File: src/rtl/register_file.sv
// Architectural register file with ROB rename tags.
// Same-cycle commit bypass feeds the dispatch lookup ports.
module register_file #(
    parameter int ROB_WIDTH = 4
) (
    input  logic                 clk_in,
    input  logic                 rst_in,
    input  logic                 rdy_in,
    input  logic                 clear_signal,
    input  logic                 issue_signal,
    input  logic [4:0]           issue_rd_id,
    input  logic [ROB_WIDTH-1:0] issue_rob_tag,
    input  logic [4:0]           issue_rs1_id,
    input  logic [4:0]           issue_rs2_id,
    input  logic                 commit_signal,
    input  logic [4:0]           commit_rd_id,
    input  logic [31:0]          commit_value,
    input  logic [ROB_WIDTH-1:0] commit_tag,
    output logic [31:0]          rs1_value,
    output logic [31:0]          rs2_value,
    output logic                 rs1_busy,
    output logic                 rs2_busy,
    output logic [ROB_WIDTH-1:0] rs1_tag,
    output logic [ROB_WIDTH-1:0] rs2_tag
);

    logic [31:0]          values [32];
    logic [31:0]          busy;
    logic [ROB_WIDTH-1:0] tags [32];

    logic issue_fire;
    logic commit_fire;
    logic commit_tag_match;
    logic commit_release;
    logic hit1;
    logic hit2;

    assign issue_fire  = issue_signal && !clear_signal
                         && (issue_rd_id != 5'd0);
    assign commit_fire = commit_signal && (commit_rd_id != 5'd0);

    assign commit_tag_match = (tags[commit_rd_id] == commit_tag);

    // A fresh issue to the same rd renames it again, so it stays busy.
    assign commit_release = commit_fire && commit_tag_match
                            && !(issue_fire
                                 && (issue_rd_id == commit_rd_id));

    assign hit1 = commit_signal
                  && (commit_rd_id == issue_rs1_id)
                  && busy[issue_rs1_id]
                  && (tags[issue_rs1_id] == commit_tag);

    assign hit2 = commit_signal
                  && (commit_rd_id == issue_rs2_id)
                  && busy[issue_rs2_id]
                  && (tags[issue_rs2_id] == commit_tag);

    always_comb begin
        rs1_value = 32'd0;
        rs1_busy  = 1'b0;
        rs1_tag   = '0;
        if (issue_rs1_id != 5'd0) begin
            rs1_tag = tags[issue_rs1_id];
            if (hit1) begin
                rs1_value = commit_value;
                rs1_busy  = 1'b0;
            end else begin
                rs1_value = values[issue_rs1_id];
                rs1_busy  = busy[issue_rs1_id];
            end
        end
    end

    always_comb begin
        rs2_value = 32'd0;
        rs2_busy  = 1'b0;
        rs2_tag   = '0;
        if (issue_rs2_id != 5'd0) begin
            rs2_tag = tags[issue_rs2_id];
            if (hit2) begin
                rs2_value = commit_value;
                rs2_busy  = 1'b0;
            end else begin
                rs2_value = values[issue_rs2_id];
                rs2_busy  = busy[issue_rs2_id];
            end
        end
    end

    always_ff @(posedge clk_in or posedge rst_in) begin
        if (rst_in) begin
            busy <= 32'd0;
            for (int i = 0; i < 32; i++) begin
                values[i] <= 32'd0;
                tags[i]   <= '0;
            end
        end else if (rdy_in) begin
            if (commit_fire) begin
                values[commit_rd_id] <= commit_value;
            end
            // Flush drops every rename but keeps committed data.
            if (clear_signal) begin
                busy <= 32'd0;
            end else begin
                if (commit_release) begin
                    busy[commit_rd_id] <= 1'b0;
                end
                if (issue_fire) begin
                    busy[issue_rd_id] <= 1'b1;
                    tags[issue_rd_id] <= issue_rob_tag;
                end
            end
        end
    end

endmodule

File: config.mk
export PLATFORM = sky130hd
export DESIGN_NAME = register_file
export DESIGN_NICKNAME = d
export VERILOG_FILES = /design/src/rtl/register_file.sv
export SDC_FILE = /design/constraint.sdc
export NUM_CORES = 2
export LEC_CHECK = 0
export ABC_AREA = 1
export CORE_MARGIN = 2
export CORE_UTILIZATION = 50
export DETAILED_ROUTE_END_ITERATION = 6
export PLACE_DENSITY = 0.69
export SYNTH_ARGS = -nofsm -noshare
export SYNTH_HDL_FRONTEND = slang
export SYNTH_SLANG_ARGS = --single-unit
File: constraint.sdc
create_clock -name clk_in -period 38.2 [get_ports clk_in]
set_clock_uncertainty 0.05 [all_clocks]
set_input_delay 7.64 -clock clk_in [delete_from_list [all_inputs] [get_ports clk_in]]
set_output_delay 7.64 -clock clk_in [all_outputs]
set_load 0.01 [all_outputs]
==> run_results.csv <==
group,metric,value,unit
synthesis,yosys-top-cells-area,"dfrtp_1, nand2_1, a21oi_1, o21ai_0, nand3_1",
timing,fmax,47.10,MHz
power,total_power,3.649,mW
timing,final.setup.tns,0,ps
worst_setup_path,arrival,13540,ps
finish,area_delta_synth_final,7.738,%
synthesis,ys_ff_latch,1184,
synthesis,netlist_area,68170,um2
worst_setup_path,crit_type,"in2out",
detailed_routing,drtIter0Drc,10800,
power,combPwrFrac,19.5,%
timing,maxSlewHeadroom,13.39,%
synthesis,synth_top_cells_by_count,"nand2_1, a21oi_1, dfrtp_1, o21ai_0, nor2_1",
detailed_routing,routed_via_density,6.375,
clock_tree,numCtsBuffers,133,
synthesis,synth.most_common_cell,"nand2_1",
die,die_h,373.2,um
global_route,overflow,0,
outcome,status,"complete, no violations",
power,cellLeakagePower,32.57,nW
power,power_switching,1.154,mW
clock_tree,cts_buffer_depth,3,
die,rows,135,
hold_path,holdCritPathClass,"reg2reg",
die,start_util,50.32,%
synthesis,synth_top_area_share,43.46,%
finish,regArea,29630,um2
place,gp_congestion,0.9703,
finish,multi_input_area,32710,um2
die,io_pins,140,
finish,nNetsFinal,9039,
place,placedInstanceArea,69060,um2
timing,rsz0062_at_grt,"no",
clock_tree,path_clk_slew,50,ps
power,swShare,31.62,%
detailed_routing,antenna_left,0,
global_route,track_usage,37.17,%
finish,fin_area,73440,um2
global_route,grt_max_degree,233,
detailed_routing,vias,69180,
timing,period_share,55.58,%
global_route,antenna_found_initial,12,
clock_tree,ctsHoldBuffers,0,
synthesis,avgSynthCellArea,7.207,um2
detailed_routing,wl_per_cell,24.44,um
worst_setup_path,cp_max_fo,100,
worst_setup_path,required,30510,ps
synthesis,synth_async_sr_flop_share,100.0,%
clock_tree,root_buffer,"clkbuf_16",
worst_setup_path,endpoint_kind,"output pin",
flow_run,max-cap-violations,0,
timing,worst_slew_pin_slew,1298,ps
place,dp_hpwl,144400,um
worst_setup_path,crit_path_start_kind,"input pin",
clock_tree,cts_resized,0,
timing,hold_violations,0,
detailed_routing,wl,265300,um
die,dieArea,139300,um2
power,cellPowerDensity,49.69,nW/um2
global_route,grt_pass1_vias,64160,
clock_tree,cts_tree,"built",
detailed_routing,drt_first_pass_iters,6,
clock_tree,post_cts_buffers,0,
synthesis,synth-edff-count,0,
synthesis,ys_seq_area_share,43.46,%
clock_tree,cts_sinks,1184,
power,ir_worst_vdd,0.00003060,V
die,coreArea,135500,um2
place,port_buffers,139,
synthesis,synthCells,9459,
power,intPower,2.495,mW
clock_tree,clkLatencyLatePin,800,ps
timing,finalSetupViolations,0,
place,dp.cells,10620,
timing,slew_viol_final,0,
synthesis,synthFlopType,"dfrtp_1",
power,seqPwrFrac,44.3,%
finish,fin_cells,10850,
synthesis,synth_warnings,0,
finish,fillers,12710,
clock_tree,h-tree-depth,4,
synthesis,yosysTopAreaCell,"dfrtp_1",
power,power_frac_clock,36.2,%
synthesis,synth_nets,9525,
detailed_routing,drc,0,
die,die_w,373.2,um
synthesis,synth_cell_types,43,
global_route,grt_pass1_wl,399400,um
finish,drive_gt1_share,4.998,%
timing,layout_min_cycle_time,21230,ps
layout make-up:
cell class,instances,area share [%]
clock inverter,34,0.6338
timing repair buffer,285,3.544
inverter,491,2.576
antenna,7,0.02385
clock buffer,192,5.309
multi-input combinational,6878,44.54
tap,1781,3.034
sequential,1184,40.34
layout by cell type (no fill, tap or decap), types with 93 or more instances in the layout:
cell type           n
nand2_1          2048
a21oi_1          1490
dfrtp_1          1184
o21ai_0          1002
nor2_1            928
nand3_1           768
inv_1             461
buf_4             142
clkbuf_16         140
clkdlybuf4s50_1   128
o311ai_0          126
o21ai_1            96
o311ai_1           93
state kept, by name, indices dropped and copies added (netlist names):
| signal | flops |
|---|---|
| busy | 32 |
| tags | 128 |
| values | 1024 |
per-layer routing:
layer / vias up / routed length (um) / GRT usage, %
met1: 32370 / 102100 / 50.11
met3: 1023 / 34880 / 9.109
met2: 4860 / 112300 / 55.00
li1: 30920 / - / -
met5: - / 92 / 0
met4: 12 / 15910 / 20.45
critical path, cell delays in order:
cell and delay [ps]:
buf_8 640, buf_4 1000, nand3_1 230, nand2_1 130, nand2_1 60, nand2_1 120, o21a_1 290, nand3_1 110
nor2_1 140, nand2_2 80, buf_4 300, inv_2 850, nor2_1 80, nor2_1 770, clkdlybuf4s50_1 700
metrics by stage:
| step | setup WS, ps | hold WS (ps) | utilization [%] |
|---|---|---|---|
| final | 16970 | 324.8 | 54.21 |
| after global routing | 16990 | 334.1 | 54.21 |
| after CTS | 17300 | 328.0 | 54.20 |
| after detailed placement | 17310 | 315.6 | 50.98 |
| after global placement | 17330 | 314.7 | 50.98 |
| after floorplan | 14160 | 379.0 | - |
cell families (layout without fill, tap and decap cells):
| logic type | Yosys count | in the layout | share of synthesized area, % |
|---|---|---|---|
| xor gates and xnor gates | 9 | 9 | 0.1156 |
| and+or+nand+nor | 3852 | 3852 | 23.49 |
| DFF | 1184 | 1184 | 43.46 |
| AOI/OAI and AO/OA | 2999 | 2999 | 23.97 |
| buffers and inverters | 1397 | 1002 | 8.671 |
| muxes | 18 | 18 | 0.2973 |
| other | 0 | 7 | 0 |
power by group through the flow:
stage | logic, mW | clock network, mW | registers (mW)
3_3_place_gp | 0.674 | 0 | 1.62
3_5_place_dp | 0.694 | 0 | 1.63
5_1_grt | 0.795 | 1.38 | 1.64
4_1_cts | 0.698 | 1.33 | 1.61
6_report | 0.713 | 1.32 | 1.62
2_1_floorplan | 0.512 | 0 | 1.60
final timing paths:
kind                                endpoint  slack [ps]  cells past startpoint             from
worst max-delay path            rs2_value[8]       16970                     15  issue_rs2_id[2]
worst min-delay path            values[1017]         320                      0     values[1017]
worst max register to register      busy[11]       35350                     15        tags[110]
worst min register to register  values[1017]         320                      0     values[1017]
max in group asynchronous        values[372]       26600                      6           rst_in
min in group asynchronous        values[227]        7330                      2           rst_in
Power figures use the tool's default switching activity.
